--- config.mk ---
export PLATFORM = sky130hd
export DESIGN_NAME = lb1_window_gen
export DESIGN_NICKNAME = d
export VERILOG_FILES = /design/src/rtl/lb1_window_gen.sv
export SDC_FILE = /design/constraint.sdc
export NUM_CORES = 1
export LEC_CHECK = 0
export ABC_AREA = 1
export ABC_CLOCK_PERIOD_IN_PS = 2570
export BUFFER_PORTS_ARGS = -buffer_cell sky130_fd_sc_hd__buf_4
export CAP_MARGIN = 20
export CORE_MARGIN = 2
export CORE_UTILIZATION = 53
export DETAILED_ROUTE_END_ITERATION = 8
export GPL_ROUTABILITY_DRIVEN = 0
export PLACE_DENSITY = 0.79
export SETUP_SLACK_MARGIN = 0.15
export SYNTH_ARGS = -nofsm -noshare
export SYNTH_HDL_FRONTEND = slang
export SYNTH_SLANG_ARGS = --single-unit
--- constraint.sdc ---
create_clock -name lbw_clk -period 2.57 [get_ports lbw_clk]
set_input_delay 0.514 -clock lbw_clk [delete_from_list [all_inputs] [get_ports lbw_clk]]
set_output_delay 0.514 -clock lbw_clk [all_outputs]
set_load 0.02 [all_outputs]
--- src/rtl/lb1_window_gen.sv ---
// lb1_window_gen: raster-scan 3x3 window generator built on two line buffers.
// Ports: lbw_clk/lbw_rst (async high), frame_clr_i, pxl_valid_i, pxl_i in;
//        win_o (9 packed pixels, k=r*3+c), win_valid_o, frame_done_o out.
module lb1_window_gen #(
  parameter int DATA_WIDTH    = 8,
  parameter int IMG_COL_WIDTH = 3,
  parameter int IMG_ROW_WIDTH = 3
) (
  input  logic                    lbw_clk,
  input  logic                    lbw_rst,
  input  logic                    frame_clr_i,
  input  logic                    pxl_valid_i,
  input  logic [DATA_WIDTH-1:0]   pxl_i,
  output logic [9*DATA_WIDTH-1:0] win_o,
  output logic                    win_valid_o,
  output logic                    frame_done_o
);

  localparam int COLS = 1 << IMG_COL_WIDTH;
  localparam int DW   = DATA_WIDTH;

  localparam logic [IMG_COL_WIDTH-1:0] COL2 = 2;
  localparam logic [IMG_ROW_WIDTH-1:0] ROW2 = 2;

  logic [IMG_COL_WIDTH-1:0] col;
  logic [IMG_ROW_WIDTH-1:0] row;

  logic [DW-1:0] lb0_mem [COLS];
  logic [DW-1:0] lb1_mem [COLS];
  logic [DW-1:0] lb0_q;
  logic [DW-1:0] lb1_q;

  logic          accept;
  logic          col_max;
  logic          row_max;
  logic          in_win;
  logic [9*DW-1:0] win_nxt;

  // Clear wins over a presented pixel.
  assign accept  = pxl_valid_i & ~frame_clr_i;
  assign col_max = &col;
  assign row_max = &row;
  assign in_win  = (row >= ROW2) && (col >= COL2);

  // Indexed by the current column, each buffer returns what was
  // written at this column one (lb0) or two (lb1) rows ago.
  assign lb0_q = lb0_mem[col];
  assign lb1_q = lb1_mem[col];

  always_ff @(posedge lbw_clk) begin
    if (accept) begin
      lb0_mem[col] <= pxl_i;
      lb1_mem[col] <= lb0_q;
    end
  end

  always_ff @(posedge lbw_clk or posedge lbw_rst) begin
    if (lbw_rst) begin
      col <= '0;
      row <= '0;
    end else if (frame_clr_i) begin
      col <= '0;
      row <= '0;
    end else if (pxl_valid_i) begin
      col <= col + 1'b1;
      if (col_max) begin
        row <= row + 1'b1;
      end
    end
  end

  // Shift left one column, new right column from lb1/lb0/pixel.
  always_comb begin
    win_nxt = win_o;
    for (int r = 0; r < 3; r++) begin
      win_nxt[(r*3)*DW +: DW]   = win_o[(r*3+1)*DW +: DW];
      win_nxt[(r*3+1)*DW +: DW] = win_o[(r*3+2)*DW +: DW];
    end
    win_nxt[2*DW +: DW] = lb1_q;
    win_nxt[5*DW +: DW] = lb0_q;
    win_nxt[8*DW +: DW] = pxl_i;
  end

  always_ff @(posedge lbw_clk or posedge lbw_rst) begin
    if (lbw_rst) begin
      win_o        <= '0;
      win_valid_o  <= 1'b0;
      frame_done_o <= 1'b0;
    end else begin
      win_valid_o  <= accept & in_win;
      frame_done_o <= accept & row_max & col_max;
      if (accept) begin
        win_o <= win_nxt;
      end
    end
  end

endmodule
== Yosys cells after proc, flatten, opt, wreduce, memory -nomap -nowiden ==
Memory sizes are Yosys's and may differ from the RTL's. A register that Yosys moved wholly into a read port is not among the register bits.
Index checks and enable logic that the tools add are counted.
Word-level totals
  register bits: 80
  latch bits: 0
  RAM bits: 128
  bits in read-only memories: 0
  input port bits: 12
  output and inout bits: 74
  logic and storage cells: 29
  memories kept: 2
Cells by class
  $add $sub $neg: 2
  multiply operators: 0
  div/mod/pow operators: 0
  $lt $le $gt $ge: 2
  equal/unequal tests: 0
  shift operators: 0
  multiplexer cells: 7
  bitwise operators: 5
  reductions and logical operators: 6
Memory list
  lb0_mem: depth 8, width 8, read ports 1, clocked after Yosys merged registers in 0, write ports 1, line 28  | logic [DW-1:0] lb0_mem [COLS];
  lb1_mem: depth 8, width 8, read ports 1, clocked after Yosys merged registers in 1, write ports 1, line 29  | logic [DW-1:0] lb1_mem [COLS];
Operators with widths (number)
  3-bit 2-to-1 mux: 5
  3-bit by 1-bit adder with 3-bit output (second input constant): 2
  3-bit by 2-bit greater-or-equal comparator with 1-bit output (second input constant): 2
  3-bit AND reduction: 2
  1-bit AND: 4
  2-bit nonzero test: 2
  1-bit 2-to-1 mux: 2
  2-bit AND reduction: 1
  1-bit logical AND: 1
  1-bit NOT: 1

== Longest topological paths before layout ==
  word-level depth: 4
  gate-level depth with buffers: 9
  depth with buffers taken out: 7

== Worst setup path after synthesis ==
Ideal clock, no wire load.
  kind: input -> register
  start point: input pxl_valid_i
  end point: memory lb0_mem[4][0] in the netlist's numbering (enable)
  setup time: 0.388 ns
  arrival time: 1.893 ns
  required time: 2.182 ns
  path slack: 0.289 ns
  stages: 6
  buffers on the path: 2
  cells stage by stage: inv_1 nor2_1 buf_2 buf_2 nand2_1 nor2_1
Between the ends
  longest elaborated chain between the ends: 3
RTL lines
  start: declaration: line 12  | input logic pxl_valid_i,
  1-bit AND: line 40  | assign accept = pxl_valid_i & ~frame_clr_i;
  1-bit 2-to-1 mux: line 51  | if (accept) begin
  1-bit 2-to-1 mux (implied by the code): line 52  | lb0_mem[col] <= pxl_i;
  end: declaration: line 28
Every way passes these cells.

== Worst setup path after layout ==
  start point: register col[0]
  end point: register win_o[45]
Between the ends
  longest elaborated chain between the ends: 1
RTL lines
  start: declaration: line 25  | logic [IMG_COL_WIDTH-1:0] col;
  start signal: assignment: line 65  | col <= col + 1'b1;
  memory 8 x 8 bit
  end signal: assignment: line 93  | win_o <= win_nxt;
  end: declaration: line 14  | output logic [9*DATA_WIDTH-1:0] win_o,
Every way passes these cells.
A chain may end at the register's enable or synchronous reset.

==> out/results.tsv <==
stage	metric	value	unit
clock_network	Hold Buf Count CTS	0	
timing	Slew headroom	50.44	%
synthesis	Synth async-reset ratio	38.46	%
worst_setup_path	reg-to-reg critical path endpoint	win_o[45]	
finish	final net count	964	
timing	Period Utilization, post-route	78.83	%
worst_setup_path	Setup crit end kind	flop	
worst_setup_path	CP max FO	71	
global_route	pin count of the biggest net entering global routing	83	
detailed_routing	Initial DRC Count	482	
detailed_routing	vias post-DR	5907	
pwr	Switching Share	25.87	%
global_route	global route total overflow	0	
worst_setup_path	FF-to-FF path depth	6	
global_route	vias in the first global route	5524	
floorplanning	die extent in y	130.6	µm
synthesis	number of synthesized flops with an enable pin	128	
synthesis	net count after synthesis	861	
hold_path	worst hold path type	in -> async	
detailed_routing	Remaining DRCs	0	
floorplanning	Core ar.	0.01577	mm²
detailed_routing	vias per inst	5.014	
finish	fin util	64.73	%
timing	max-slew violation count	0	
clock_network	Clock Latency Late Sink	0.50	ns
floorplanning	row count	46	
pwr	Seq pwr share	48.1	%
detailed_routing	Post-Route WL	18.40	mm
worst_setup_path	R2R Path Start	col[0]	
worst_setup_path	Reg2Reg Setup Slack	0.54	ns
detailed_routing	post-route ant nets	0	
synthesis	Syn Area/Cell	10.08	µm²
floorplanning	Die X	130.6	µm
timing	unrepaired setup endpoints after global routing	false	
detailed_routing	Metal-1 WL	8.032	mm
floorplanning	Initial Util	53.87	%
detailed_routing	met2 WL post-DR	8.744	mm
global_route	initial antenna violation count	0	
place	post-DP HPWL	11.69	mm
synthesis	Seq/Total Area, Yosys	68.81	%
clock_network	post_cts resized	0	
worst_setup_path	critical path class	reg -> reg	
synthesis	Top FF cell, synth	edfxtp_1	
finish	# fillers	1210	
clock_network	CTS Buf Count	22	
timing	post-layout min period	2.026	ns
worst_setup_path	Setup crit start kind	flop	
detailed_routing	DRT Pass-1 Iters	5	
clock_network	clk slew on worst S/H paths	0.06	ns
global_route	global-route wire length before repair	28.69	mm
pwr	switching pwr	2152	µW
timing	Fmax	0.4936	GHz
finish	multi-input logic area	0.001999	mm²
finish	Antenna diodes	0	
timing	final hold viol count	0	
detailed_routing	routed length per placed instance	15.62	µm
place	Port Buffers	85	
global_route	Total GRT Usage	21.80	%
clock_network	CTS max path bufs	3	
synthesis	yosys warns	0	
pwr	P per Cell Area	814.9	mW/mm²
timing	Layout Skew	0.006383	ns
clock_network	Root Buffer Master	clkbuf_16	
detailed_routing	WL met3	1.296	mm
outcome	outcome	finished, final reports clean	
job	max cap viols	0	
synthesis	Cells after Synth	843	
finish	Layout area overhead	20.16	%
pwr	Int Pwr	6167	µW
timing	setup_tns	0	ns
clock_network	Sink Count	208	
synthesis	number of synthesized register bits	208	
clock_network	CTS tree	built	
pwr	combinational power share	14.4	%
worst_setup_path	worst stage delay on the critical path	0.59	ns
pwr	worst vdd ir	0.5428	mV
worst_setup_path	Arr. time, crit path	2.38	ns
floorplanning	DIE AREA	0.01706	mm²
finish	layout cells sized above 1	16.11	%
synthesis	post-synthesis cell area	0.008496	mm²
pwr	Clk pwr share	37.5	%
pwr	Leak	0.004869	µW
synthesis	synth unique cells	21	
clock_network	Setup Buffers After CTS	0	
detailed_routing	uppermost routed layer	met4	
clock_network	H-Tree Depth	1	
worst_setup_path	Critical Path, Cell by Cell	buf_4 -> nand2_1 -> nand3_1 -> nand2_1 -> o21ai_0 -> nand2_1	
finish	register area	0.005847	mm²
floorplanning	IO Pins	86	
timing	setup violators final	0	
worst_setup_path	Worst EP required	2.92	ns
timing	slew of the pin with the lowest slew margin	0.7435	ns
worst_setup_path	Slowest cell on crit path	buf_4	
worst_setup_path	Crit path top cell by count	nand2_1	
## sequential cells by signal (all words and copies together), names as in the netlist
| signal | count |
|---|---|
| lb0_mem | 64 |
| win_o | 72 |
| frame_done_o | 1 |
| row | 3 |
| win_valid_o | 1 |
| lb1_mem | 64 |
| col | 3 |
## layout by cell type, fill, tap and decap left out, types with 2 or more instances in the layout
| cell type | synthesis | layout |
|---|---|---|
| nand2_1 | 311 | 311 |
| clkbuf_8 | 0 | 3 |
| o211ai_1 | 5 | 5 |
| buf_4 | 5 | 111 |
| clkbuf_16 | 0 | 24 |
| clkbuf_1 | 8 | 7 |
| a21oi_1 | 2 | 2 |
| inv_1 | 129 | 127 |
| nand4_1 | 8 | 8 |
| nor2_2 | 3 | 3 |
| clkinv_2 | 0 | 4 |
| inv_2 | 1 | 2 |
| buf_12 | 0 | 2 |
| ha_1 | 6 | 6 |
| edfxtp_1 | 128 | 128 |
| nor2_1 | 42 | 41 |
| nand3_1 | 61 | 61 |
| dfrtp_1 | 80 | 79 |
| o21ai_0 | 29 | 29 |
## per-stage QoR
stage / hold WS [ns] / total power (µW) / worst slack (ns) / cell area, µm² / instances
after floorplan: 0.5116 / 4711 / 0.2887 / 8499 / 843
after global placement: 0.4556 / 5225 / 0.7188 / 9482 / 1138
after detailed placement: 0.4593 / 5262 / 0.6250 / 9482 / 1138
after CTS: 0.04214 / 8388 / 0.5767 / 10210 / 1178
after global routing: 0.06159 / 8659 / 0.3670 / 10210 / 1178
final: 0.04014 / 8319 / 0.5440 / 10210 / 1178
## worst max path at each step
| stage | cells past startpoint | slack (ns) | to | from |
|---|---|---|---|---|
| after floorplan | 6 | 0.29 | lb0_mem[4][0] | pxl_valid_i |
| after global placement | 7 | 0.72 | win_o[43] | frame_clr_i |
| after detailed placement | 5 | 0.62 | lb1_mem[6][7] | col[0] |
| after CTS | 5 | 0.58 | lb1_mem[7][7] | col[0] |
| after global routing | 5 | 0.37 | lb1_mem[6][7] | col[0] |
| final | 6 | 0.54 | win_o[45] | col[0] |
## cells in the mapped netlist (all sizes together) (2+ instances only)
library cell | instances | area share (%)
a21oi | 2 | 0.12
dfrtp | 80 | 24
edfxtp | 128 | 45
o211ai | 5 | 0.44
buf | 26 | 1.6
nand4 | 8 | 0.59
ha | 6 | 0.88
inv | 130 | 5.7
nand3 | 61 | 3.6
nand2 | 311 | 14
o21ai | 29 | 1.7
nor2 | 45 | 2.1
clkbuf | 8 | 0.35
## layer usage
layer  vias up  track usage, %
li1       2870               -
met1      2792           30.58
met2       218           35.02
met3        27           4.723
met4         0           5.945
met5         -               0
## power groups by stage
stage | Combinational (µW) | Clock, µW | Sequential, µW
after global routing | 1320 | 3310 | 4030
final | 1200 | 3120 | 4000
after global placement | 1170 | 0 | 4060
after floorplan | 417 | 0 | 4290
after detailed placement | 1200 | 0 | 4060
after CTS | 1210 | 3180 | 4000
## cell families after synthesis
kind of cell,Yosys count,synth area share [%]
simple gates,427,20.13
flops,208,68.81
buf+inv,164,7.747
compound gates,38,2.430
fa+ha+maj,6,0.8836
## cell type report
type	instances	area share [%]
Tap cell	216	2.647
Timing Repair Buffer	113	8.555
Clock inverter	6	0.5761
Inverter	130	4.817
Sequential cell	208	57.27
Clock buffer	34	6.545
Multi-Input combinational cell	471	19.59
## critical path: cells and delay by family (launching register included)
| family | cells | cell delay, ns |
|---|---|---|
| buffers and inverters | 1 | 0.59 |
| AND/OR/NAND/NOR | 4 | 0.46 |
| AO/OA/AOI/OAI | 1 | 0.44 |
| flip-flops | 1 | 0.36 |
Power figures use the tool's default switching activity.
